[config.mk]
export PLATFORM = sky130hd
export DESIGN_NAME = edf_irq_arbiter
export DESIGN_NICKNAME = d
export VERILOG_FILES = /design/src/rtl/edf_ic_pkg.sv /design/src/rtl/edf_deadline_scanner.sv /design/src/rtl/edf_irq_arbiter.sv
export SDC_FILE = /design/constraint.sdc
export NUM_CORES = 1
export LEC_CHECK = 0
export CORE_MARGIN = 2
export CORE_UTILIZATION = 60
export CTS_BUF_LIST = sky130_fd_sc_hd__clkbuf_4 sky130_fd_sc_hd__clkbuf_8 sky130_fd_sc_hd__clkbuf_16
export DETAILED_ROUTE_END_ITERATION = 6
export HOLD_SLACK_MARGIN = 0.08
export PLACE_DENSITY = 0.81
export RECOVER_POWER = 25
export SYNTH_ARGS = -nofsm -noshare
export SYNTH_HDL_FRONTEND = slang
export SYNTH_SLANG_ARGS = --single-unit
[constraint.sdc]
create_clock -name clk_i -period 15 [get_ports clk_i]
set_input_delay 3.75 -clock clk_i [delete_from_list [all_inputs] [get_ports clk_i]]
set_output_delay 3.75 -clock clk_i [all_outputs]
set_load 0.05 [all_outputs]
[src/rtl/edf_ic_pkg.sv]
// Shared definitions for the EDF interrupt arbiter: register map, CFG field
// positions, scanner states and the deadline ordering function.
package edf_ic_pkg;

    localparam logic [31:0] CTRL_OFFSET = 32'h0000_0000;
    localparam logic [31:0] TIME_OFFSET = 32'h0000_0004;
    localparam logic [31:0] CFG_BASE    = 32'h0000_0100;
    localparam int          CFG_STRIDE  = 4;

    localparam int CTRL_EN_BIT = 0;
    localparam int CFG_EN_BIT  = 31;

    typedef enum logic [1:0] {
        IDLE    = 2'd0,
        SCAN    = 2'd1,
        PUBLISH = 2'd2
    } scan_state_e;

    // Smaller signed slack is earlier; equal slack resolves to the lower id.
    function automatic logic earlier(
        input logic signed [31:0] slack_a,
        input logic        [31:0] id_a,
        input logic signed [31:0] slack_b,
        input logic        [31:0] id_b
    );
        logic result;
        if (slack_a < slack_b) begin
            result = 1'b1;
        end else if (slack_a == slack_b) begin
            result = (id_a < id_b);
        end else begin
            result = 1'b0;
        end
        return result;
    endfunction

endpackage

[src/rtl/edf_deadline_scanner.sv]
// Time-multiplexed earliest-deadline scanner: walks ScanWidth entries per cycle,
// keeps a running best and publishes it as the presented winner.
module edf_deadline_scanner
    import edf_ic_pkg::*;
#(
    parameter int  NrIrqs    = 8,
    parameter int  TsWidth   = 16,
    parameter int  ScanWidth = 2,
    localparam int IdWidth   = $clog2(NrIrqs)
) (
    input  logic                            clk,
    input  logic                            rst,
    input  logic [NrIrqs-1:0]               pending,
    input  logic [NrIrqs-1:0]               pending_live,
    input  logic [NrIrqs-1:0][TsWidth-1:0]  abs_deadline,
    input  logic [TsWidth-1:0]              now,
    input  logic                            kill,
    output logic                            irq_valid,
    output logic [IdWidth-1:0]              irq_id,
    output logic [TsWidth-1:0]              irq_deadline
);

    localparam int NrChunks   = NrIrqs / ScanWidth;
    localparam int ChunkWidth = (NrChunks > 1) ? $clog2(NrChunks) : 1;
    localparam logic [ChunkWidth-1:0] LastChunk = ChunkWidth'(NrChunks - 1);
    localparam logic [ChunkWidth-1:0] ChunkOne  = {{(ChunkWidth-1){1'b0}}, 1'b1};
    localparam logic [ChunkWidth-1:0] ChunkZero = {ChunkWidth{1'b0}};

    scan_state_e               state_r, state_s;
    logic [ChunkWidth-1:0]     chunk_r, chunk_s;
    logic                      best_found_r, best_found_s;
    logic [IdWidth-1:0]        best_id_r, best_id_s;
    logic [TsWidth-1:0]        best_abs_r, best_abs_s;
    logic                      valid_r, valid_s;
    logic [IdWidth-1:0]        id_r, id_s;
    logic [TsWidth-1:0]        deadline_r, deadline_s;

    logic                      cand_found_s;
    logic [IdWidth-1:0]        cand_id_s;
    logic [TsWidth-1:0]        cand_abs_s;
    logic [IdWidth-1:0]        idx_s;

    function automatic logic signed [31:0] sext(input logic [TsWidth-1:0] v);
        return 32'(signed'(v));
    endfunction

    // Chunk comparison, FSM next state and publish/abort of the winner registers.
    always_comb begin
        state_s      = state_r;
        chunk_s      = chunk_r;
        best_found_s = best_found_r;
        best_id_s    = best_id_r;
        best_abs_s   = best_abs_r;
        valid_s      = valid_r;
        id_s         = id_r;
        deadline_s   = deadline_r;
        cand_found_s = best_found_r;
        cand_id_s    = best_id_r;
        cand_abs_s   = best_abs_r;
        idx_s        = {IdWidth{1'b0}};

        // Slack is recomputed against the current time so entries seen in earlier chunks stay comparable.
        for (int j = 0; j < ScanWidth; j++) begin
            idx_s = IdWidth'(int'(chunk_r) * ScanWidth + j);
            if (pending[idx_s] &&
                (!cand_found_s ||
                 earlier(sext(abs_deadline[idx_s] - now), 32'(idx_s),
                         sext(cand_abs_s - now), 32'(cand_id_s)))) begin
                cand_found_s = 1'b1;
                cand_id_s    = idx_s;
                cand_abs_s   = abs_deadline[idx_s];
            end else begin
                cand_found_s = cand_found_s;
            end
        end

        case (state_r)
            IDLE: begin
                if (pending != {NrIrqs{1'b0}}) begin
                    state_s      = SCAN;
                    chunk_s      = ChunkZero;
                    best_found_s = 1'b0;
                end else begin
                    state_s = IDLE;
                end
            end
            SCAN: begin
                best_found_s = cand_found_s;
                best_id_s    = cand_id_s;
                best_abs_s   = cand_abs_s;
                if (chunk_r == LastChunk) begin
                    state_s = PUBLISH;
                end else begin
                    chunk_s = chunk_r + ChunkOne;
                end
            end
            PUBLISH: begin
                if (best_found_r && pending_live[best_id_r]) begin
                    valid_s    = 1'b1;
                    id_s       = best_id_r;
                    deadline_s = best_abs_r;
                end else begin
                    valid_s    = 1'b0;
                    id_s       = {IdWidth{1'b0}};
                    deadline_s = {TsWidth{1'b0}};
                end
                best_found_s = 1'b0;
                chunk_s      = ChunkZero;
                if (pending != {NrIrqs{1'b0}}) begin
                    state_s = SCAN;
                end else begin
                    state_s = IDLE;
                end
            end
            default: begin
                state_s      = IDLE;
                chunk_s      = ChunkZero;
                best_found_s = 1'b0;
            end
        endcase

        if (kill) begin
            valid_s      = 1'b0;
            id_s         = {IdWidth{1'b0}};
            deadline_s   = {TsWidth{1'b0}};
            state_s      = SCAN;
            chunk_s      = ChunkZero;
            best_found_s = 1'b0;
        end else begin
            state_s = state_s;
        end
    end

    // Scanner state, running best and presented-winner registers.
    always_ff @(posedge clk or posedge rst) begin
        if (rst) begin
            state_r      <= IDLE;
            chunk_r      <= ChunkZero;
            best_found_r <= 1'b0;
            best_id_r    <= {IdWidth{1'b0}};
            best_abs_r   <= {TsWidth{1'b0}};
            valid_r      <= 1'b0;
            id_r         <= {IdWidth{1'b0}};
            deadline_r   <= {TsWidth{1'b0}};
        end else begin
            state_r      <= state_s;
            chunk_r      <= chunk_s;
            best_found_r <= best_found_s;
            best_id_r    <= best_id_s;
            best_abs_r   <= best_abs_s;
            valid_r      <= valid_s;
            id_r         <= id_s;
            deadline_r   <= deadline_s;
        end
    end

    assign irq_valid    = valid_r;
    assign irq_id       = id_r;
    assign irq_deadline = deadline_r;

endmodule

[src/rtl/edf_irq_arbiter.sv]
// EDF interrupt arbiter top: cfg registers, free-running timestamp, edge capture
// and per-line absolute deadlines feeding the deadline scanner.
module edf_irq_arbiter
    import edf_ic_pkg::*;
#(
    parameter int  NrIrqs    = 8,
    parameter int  TsWidth   = 16,
    parameter int  ScanWidth = 2,
    localparam int IdWidth   = $clog2(NrIrqs)
) (
    input  logic                clk_i,
    input  logic                rst_i,
    input  logic                cfg_req_i,
    input  logic                cfg_we_i,
    input  logic [31:0]         cfg_addr_i,
    input  logic [31:0]         cfg_wdata_i,
    output logic                cfg_rvalid_o,
    output logic [31:0]         cfg_rdata_o,
    input  logic [NrIrqs-1:0]   irq_i,
    output logic                irq_valid_o,
    output logic [IdWidth-1:0]  irq_id_o,
    output logic [TsWidth-1:0]  irq_deadline_o,
    input  logic                irq_ack_i
);

    localparam logic [TsWidth-1:0] TsOne = {{(TsWidth-1){1'b0}}, 1'b1};

    logic                            ctrl_en_r;
    logic [TsWidth-1:0]              time_r;
    logic [NrIrqs-1:0][TsWidth-1:0]  rel_r;
    logic [NrIrqs-1:0][TsWidth-1:0]  abs_r;
    logic [NrIrqs-1:0]               enable_r;
    logic [NrIrqs-1:0]               irq_prev_r;
    logic [NrIrqs-1:0]               pending_r;
    logic                            cfg_rvalid_r;
    logic [31:0]                     cfg_rdata_r;

    logic                            wr_ctrl_s;
    logic                            wr_time_s;
    logic [NrIrqs-1:0]               wr_cfg_s;
    logic [31:0]                     rd_data_s;
    logic [31:0]                     cfg_word_s;
    logic                            ack_fire_s;
    logic                            kill_s;
    logic [NrIrqs-1:0]               rise_s;
    logic [NrIrqs-1:0]               set_s;
    logic [NrIrqs-1:0]               pending_next_s;
    logic                            unused_wdata;

    assign unused_wdata = ^cfg_wdata_i;

    // Address decode and read-data mux for the cfg bus.
    always_comb begin
        wr_ctrl_s  = 1'b0;
        wr_time_s  = 1'b0;
        wr_cfg_s   = {NrIrqs{1'b0}};
        rd_data_s  = 32'h0000_0000;
        cfg_word_s = 32'h0000_0000;
        if (cfg_req_i) begin
            if (cfg_addr_i == CTRL_OFFSET) begin
                wr_ctrl_s              = cfg_we_i;
                rd_data_s[CTRL_EN_BIT] = ctrl_en_r;
            end else if (cfg_addr_i == TIME_OFFSET) begin
                wr_time_s = cfg_we_i;
                rd_data_s = 32'(time_r);
            end else begin
                for (int i = 0; i < NrIrqs; i++) begin
                    if (cfg_addr_i == CFG_BASE + 32'(CFG_STRIDE * i)) begin
                        wr_cfg_s[i]            = cfg_we_i;
                        cfg_word_s             = 32'(rel_r[i]);
                        cfg_word_s[CFG_EN_BIT] = enable_r[i];
                        rd_data_s              = cfg_word_s;
                    end else begin
                        wr_cfg_s[i] = 1'b0;
                    end
                end
            end
        end else begin
            rd_data_s = 32'h0000_0000;
        end
    end

    // Next pending state: an ack clears, a fresh edge re-arms, disabling overrides both.
    always_comb begin
        ack_fire_s     = irq_ack_i & irq_valid_o;
        rise_s         = irq_i & ~irq_prev_r;
        set_s          = {NrIrqs{1'b0}};
        pending_next_s = pending_r;
        for (int i = 0; i < NrIrqs; i++) begin
            if (ack_fire_s && (irq_id_o == IdWidth'(i))) begin
                pending_next_s[i] = 1'b0;
            end else begin
                pending_next_s[i] = pending_r[i];
            end
            if (rise_s[i] && enable_r[i] && !pending_next_s[i]) begin
                set_s[i]          = 1'b1;
                pending_next_s[i] = 1'b1;
            end else begin
                set_s[i] = 1'b0;
            end
            if (wr_cfg_s[i] && !cfg_wdata_i[CFG_EN_BIT]) begin
                set_s[i]          = 1'b0;
                pending_next_s[i] = 1'b0;
            end else begin
                set_s[i] = set_s[i];
            end
        end
        kill_s = ack_fire_s | (irq_valid_o & ~pending_next_s[irq_id_o]);
    end

    // Cfg registers, timestamp, edge history, pending flags and absolute deadlines.
    always_ff @(posedge clk_i or posedge rst_i) begin
        if (rst_i) begin
            ctrl_en_r    <= 1'b0;
            time_r       <= {TsWidth{1'b0}};
            rel_r        <= {(NrIrqs*TsWidth){1'b0}};
            abs_r        <= {(NrIrqs*TsWidth){1'b0}};
            enable_r     <= {NrIrqs{1'b0}};
            irq_prev_r   <= {NrIrqs{1'b0}};
            pending_r    <= {NrIrqs{1'b0}};
            cfg_rvalid_r <= 1'b0;
            cfg_rdata_r  <= 32'h0000_0000;
        end else begin
            if (wr_ctrl_s) begin
                ctrl_en_r <= cfg_wdata_i[CTRL_EN_BIT];
            end
            if (wr_time_s) begin
                time_r <= cfg_wdata_i[TsWidth-1:0];
            end else if (ctrl_en_r) begin
                time_r <= time_r + TsOne;
            end
            for (int i = 0; i < NrIrqs; i++) begin
                if (wr_cfg_s[i]) begin
                    rel_r[i]    <= cfg_wdata_i[TsWidth-1:0];
                    enable_r[i] <= cfg_wdata_i[CFG_EN_BIT];
                end
                if (set_s[i]) begin
                    abs_r[i] <= time_r + rel_r[i];
                end
            end
            irq_prev_r   <= irq_i;
            pending_r    <= pending_next_s;
            cfg_rvalid_r <= cfg_req_i & ~cfg_we_i;
            cfg_rdata_r  <= (cfg_req_i & ~cfg_we_i) ? rd_data_s : 32'h0000_0000;
        end
    end

    assign cfg_rvalid_o = cfg_rvalid_r;
    assign cfg_rdata_o  = cfg_rdata_r;

    edf_deadline_scanner #(
        .NrIrqs    (NrIrqs),
        .TsWidth   (TsWidth),
        .ScanWidth (ScanWidth)
    ) u_scanner (
        .clk          (clk_i),
        .rst          (rst_i),
        .pending      (pending_r),
        .pending_live (pending_next_s),
        .abs_deadline (abs_r),
        .now          (time_r),
        .kill         (kill_s),
        .irq_valid    (irq_valid_o),
        .irq_id       (irq_id_o),
        .irq_deadline (irq_deadline_o)
    );

endmodule
==> results of run 1 <==
==> power by group <==
group / internal [mW] / total (mW) / switching (mW)
sequential: 0.970 / 0.971 / 0.000570
combinational: 0.0161 / 0.0583 / 0.0422
clock: 0.653 / 1.08 / 0.422
==> cells by family after synthesis <==
logic type	after synthesis	synth area share (%)
xor+xnor	177	6.36
flops	359	36.9
mux	202	10.9
compound gates	647	17.8
other cells	1	0.0154
fa+ha+maj	229	12.1
simple gates	635	12.8
buf+inv	177	3.12
==> layer usage <==
layer  vias up  GRT usage, %  wire length (um)
met5         -             0                 8
met4         2          19.0              4120
met3       208          3.99              4300
met2       822          54.3             32300
met1      9869          43.6             28900
li1       9201             -                 -
==> flip-flops by register name (all words and copies together) (netlist names), 2 cells and up <==
name                    count
abs_r                     128
u_scanner.irq_id            3
u_scanner.state_r           2
u_scanner.best_id_r         3
cfg_rdata_o                17
enable_r                    8
u_scanner.irq_deadline     16
time_r                     16
pending_r                   8
u_scanner.chunk_r           2
rel_r                     128
u_scanner.best_abs_r       16
irq_prev_r                  8
==> cell usage after synthesis, types with 7 or more instances <==
| cell type | n | share of area [%] |
|---|---|---|
| mux2i_1 | 10 | 0.41 |
| o2111ai_1 | 10 | 0.36 |
| xnor2_1 | 96 | 3.4 |
| ha_1 | 217 | 11 |
| a211o_1 | 8 | 0.29 |
| or3_1 | 18 | 0.46 |
| nand2_1 | 231 | 3.6 |
| and3_1 | 11 | 0.28 |
| nor3_1 | 70 | 1.4 |
| nor2b_1 | 31 | 0.80 |
| a31oi_1 | 26 | 0.67 |
| o31ai_1 | 9 | 0.28 |
| o21a_1 | 17 | 0.52 |
| a221oi_1 | 15 | 0.54 |
| nor2_1 | 98 | 1.5 |
| a22o_1 | 31 | 1.1 |
| nand3_1 | 55 | 1.1 |
| clkbuf_1 | 48 | 0.74 |
| buf_2 | 21 | 0.43 |
| o21ai_0 | 179 | 3.7 |
| nand2b_1 | 21 | 0.54 |
| buf_4 | 16 | 0.49 |
| dfrtp_1 | 359 | 37 |
| xor2_1 | 81 | 2.9 |
| or2_2 | 10 | 0.26 |
| nand3b_1 | 11 | 0.34 |
| a222oi_1 | 19 | 0.78 |
| o21ai_1 | 21 | 0.43 |
| o211ai_1 | 10 | 0.31 |
| mux4_2 | 35 | 3.2 |
| o22a_1 | 33 | 1.2 |
| nand4_1 | 19 | 0.49 |
| mux2_2 | 156 | 7.2 |
| inv_1 | 83 | 1.3 |
| and2_1 | 12 | 0.31 |
| nor4_1 | 7 | 0.18 |
| a21oi_1 | 106 | 2.2 |
| fa_1 | 12 | 0.99 |
| a21o_1 | 34 | 1.0 |
| a211oi_1 | 25 | 0.77 |
| o21bai_1 | 17 | 0.52 |
| a22oi_1 | 21 | 0.65 |
==> critical path: cells and delay by family, from the launching register on <==
| kind | cells | cell delay (ns) |
|---|---|---|
| XOR/XNOR | 2 | 0.23 |
| multiplexers | 2 | 0.98 |
| AND/OR/NAND/NOR | 9 | 3.32 |
| flip-flops | 1 | 0.76 |
| adder cells (fa/ha/maj) | 4 | 1.31 |
| buffers and inverters | 1 | 0.29 |
| AO/OA/AOI/OAI | 20 | 5.65 |
==> final timing paths <==
kind,from,cells after the start,endpoint
worst max-delay path,u_scanner.chunk_r[1],38,u_scanner.best_id_r[1]
worst min-delay path,abs_r[85],2,abs_r[85]
worst max register to register,u_scanner.chunk_r[1],38,u_scanner.best_id_r[1]
worst min register to register,abs_r[85],2,abs_r[85]
max in group asynchronous,rst_i,4,abs_r[49]
min in group asynchronous,rst_i,2,u_scanner.best_abs_r[13]
==> per-stage QoR <==
stage	std cells	area [um^2]
after floorplan	2441	24400
after global placement	3001	25900
after detailed placement	3001	25900
after CTS	3072	27300
after global routing	3072	27300
final	3072	27300
==> layout make-up <==
class	instances	area, um^2
Multi-Input combinational cell	1905	14700
Fill cell	3021	12600
Sequential cell	359	8990
Clock buffer	56	1220
Timing Repair Buffer	128	1220
Tap cell	525	657
Inverter	84	317
Clock inverter	15	213
==> reports/summary.txt, run 1 <==
Outcome -> complete, but fails checks
Failing checks -> design-rule violations, max-capacitance violations, max-slew violations
HP Class -> reg2reg
Largest fanout on the critical path -> 22
Die Width -> 206 um
Tcrit/Tclk final -> 84.6%
PwrDens -> 77.0 nW/um^2
RD Place Congestion -> 0.943
CTS clk-pin slew, worst paths -> 0.06 ns
Via count -> 20102
Worst setup EP type -> flop
Worst EP required -> 15.45 ns
Clk sinks -> 359
DP Wirelength -> 52.5 mm
Post-cts resize count -> 0
Final Setup Violations -> 0
CTS tree -> done
Post-synth EDFFs -> 0
Distinct cell type count after synthesis -> 91
Synthesized cell area -> 24400 um^2
Initial drt markers -> 1749
Die area -> 42200 um^2
Synth Register Bits -> 359
Hold slack -> 0.475 ns
Port Buffer Count -> 99
Worst Tran Pin Value -> 4.41 ns
Clk buf depth -> 3
Asr flop ratio synth -> 100%
RSZ-0062 raised after global routing -> false
Slowest cell on the critical path -> nand2b_1
Setup WS pre-CTS -> 2.84 ns
DR WL/cell -> 22.7 um
Sequential area share after synthesis -> 36.9%
Area Overhead vs Synth -> 12.1%
Slew Limit Fails -> 175
PnR Total Power -> 2.10 mW
Via-to-Cell Ratio -> 6.54
Pin count of the biggest net entering global routing -> 188
Core area -> 39900 um^2
Clock latency on the worst-skew pair -> 0.58 ns
Synthesized instance count -> 2427
Antenna viol nets, final -> 0
Number of remaining DRC errors -> 8
Root Buffer -> clkbuf_16
R2r setup slk -> 2.31 ns
Most common cell after layout, fill and taps aside -> dfrtp_1
Drt first pass iters -> 7
Fin. Hold Viols -> 0
Diode count -> 0
VDD IR-drop max -> 0.0000840 V
First-pass GRT wire length -> 110 mm
Clk_skew -> 0.0247 ns
Max H-tree Level -> 2
Setup ws final -> 2.31 ns
Initial antenna violation count -> 1
Starting density of the core -> 61.1%
Startpoint types -> flop
Top FF cell, synth -> dfrtp_1
Ports -> 130
Final Critical Period -> 12.69 ns
Avg Cell Area, Syn -> 10.0 um^2
DRT Wirelength -> 69.6 mm
Vias in the first global route -> 20015
Final setup TNS -> 0 ns
CTS Buf Count -> 42
Max incr delay on CP -> 0.92 ns
YS warnings -> 0
Max Cap Viol -> 2
Remaining global-route overflow -> 0
Total Routing Usage GR -> 33.5%
Leak pwr -> 12.5 nW
Critical Path AT -> 13.14 ns
Fmax achieved -> 78.8 MHz
Cts hold-fix bufs -> 0
Net count, final -> 2826
Crit Path Class -> reg2reg
Post-layout util -> 68.4%
Most frequent cells in the layout -> dfrtp_1, nand2_1, ha_1
Relative slew margins -> -196%
Site row count -> 73
Fraction of layout cells with a size suffix above 1 -> 13.3%
Die outline height -> 206 um
Buffer count from post-CTS setup fixing -> 0
Power figures use the tool's default switching activity.
==> run 2: changes to the inputs <==
- clock period: 15 -> 11.75 ns (I/O delays scaled with it)
==> reports/summary.txt, run 2 (same netlist as run 1, synthesis figures left out) <==
Remaining global-route overflow -> 0
Most frequent cells in the layout -> dfrtp_1, nand2_1, ha_1
Fmax achieved -> 91.3 MHz
Final Critical Period -> 10.96 ns
Starting density of the core -> 61.1%
Pin count of the biggest net entering global routing -> 189
Antenna viol nets, final -> 0
Site row count -> 73
Hold path startpoint -> abs_r[85]
Clk sinks -> 359
Slowest cell on the critical path -> dfrtp_4
Final setup TNS -> 0 ns
Worst EP required -> 12.19 ns
Post-layout util -> 68.7%
Fin. Hold Viols -> 0
Clock latency on the worst-skew pair -> 0.58 ns
RSZ-0062 raised after global routing -> false
Relative slew margins -> -187%
HP Class -> reg2reg
Total Routing Usage GR -> 33.8%
Diode count -> 0
Initial drt markers -> 1684
Via-to-Cell Ratio -> 6.56
Port Buffer Count -> 99
Die outline height -> 206 um
First-pass GRT wire length -> 111 mm
Post-route insts no fill -> 3079
CTS Buf Count -> 41
Fill cells -> 2976
Crit Path Class -> reg2reg
Cts hold-fix bufs -> 0
Most common cell after layout, fill and taps aside -> dfrtp_1
Initial antenna violation count -> 0
Clk buf depth -> 3
Vias in the first global route -> 20395
Ports -> 130
Number of remaining DRC errors -> 0
Failing checks -> max-capacitance violations, max-slew violations
Core area -> 39900 um^2
Max incr delay on CP -> 0.62 ns
Tcrit/Tclk final -> 93.3%
CTS tree -> done
DRT Wirelength -> 70.0 mm
Worst setup EP type -> flop
PwrDens -> 99.7 nW/um^2
Net count, final -> 2830
Max Cap Viol -> 1
Clk_skew -> 0.0321 ns
Slew Limit Fails -> 172
Root Buffer -> clkbuf_16
Worst Tran Pin Value -> 4.31 ns
Area Overhead vs Synth -> 12.6%
CTS clk-pin slew, worst paths -> 0.06 ns
RD Place Congestion -> 0.942
Reg-to-Reg Start -> u_scanner.chunk_r[1]
Die Width -> 206 um
Fraction of layout cells with a size suffix above 1 -> 13.6%
VDD IR-drop max -> 0.0000977 V
Drt first pass iters -> 6
Critical Path AT -> 11.39 ns
Largest fanout on the critical path -> 21
Buffer count from post-CTS setup fixing -> 0
DP Cell Count -> 3006
Die area -> 42200 um^2
PnR Total Power -> 2.74 mW
Crit path from -> u_scanner.chunk_r[1]
DR WL/cell -> 22.7 um
Final Setup Violations -> 0
Leak pwr -> 12.6 nW
Outcome -> complete, but fails checks
DP Wirelength -> 52.3 mm
Max H-tree Level -> 2
Via count -> 20213
Startpoint types -> flop
## run 2: layout make-up
cell class | instances | area [um^2] | share of cell area, %
Multi-Input combinational cell | 1905 | 14700 | 53.6
Inverter | 84 | 319 | 1.16
Timing Repair Buffer | 133 | 1260 | 4.58
Clock buffer | 57 | 1220 | 4.45
Tap cell | 525 | 657 | 2.39
Sequential cell | 359 | 8990 | 32.8
Clock inverter | 16 | 289 | 1.05
## run 2: worst paths after layout
check / to / slack [ns] / cells past startpoint
worst max-delay path: u_scanner.best_abs_r[3] / 0.79 / 41
worst min-delay path: abs_r[85] / 0.48 / 2
worst max register to register: u_scanner.best_abs_r[3] / 0.79 / 41
worst min register to register: abs_r[85] / 0.48 / 2
max in group asynchronous: u_scanner.chunk_r[1] / 4.19 / 3
min in group asynchronous: u_scanner.irq_deadline[13] / 4.48 / 3
## run 2: power by group
| part | total, mW | switching (mW) | internal, mW | leakage, nW |
|---|---|---|---|---|
| clock network | 1.42 | 0.540 | 0.882 | 0.742 |
| logic | 0.0741 | 0.0534 | 0.0207 | 6.96 |
| registers | 1.24 | 0.000658 | 1.24 | 4.90 |
| total | 2.74 | 0.594 | 2.14 | 12.6 |
## run 2: per-layer routing
metal / share of wire [%] / GRT usage [%] / up-vias
met5: 0 / 0 / -
met4: 5.6 / 19.2 / 0
met3: 6.5 / 3.90 / 194
met2: 47 / 55.4 / 791
met1: 41 / 43.8 / 10001
li1: - / - / 9227
## run 2: timing repair
action,CTS,global route
resized for setup,0,2
hold endpoints to repair,0,0
endpoints found under the setup margin,0,17
## run 2: metrics by stage
stage	hold slack, ns	setup slack, ns	instance area, um^2
2_1_floorplan	0.443	1.06	24400
3_3_place_gp	0.458	1.27	25900
3_5_place_dp	0.465	0.993	25900
4_1_cts	0.479	0.877	27500
5_1_grt	0.496	0.0269	27400
6_report	0.478	0.792	27400
## run 2: worst max-delay path: cells and delay by family, from the launching register on
family | cells | cell delay [ns]
AOI/OAI and AO/OA | 20 | 4.72
and+or+nand+nor | 10 | 2.58
adders and majority gates | 5 | 1.57
DFF | 1 | 0.62
buffers and inverters | 3 | 0.58
muxes | 1 | 0.45
xor gates and xnor gates | 2 | 0.29
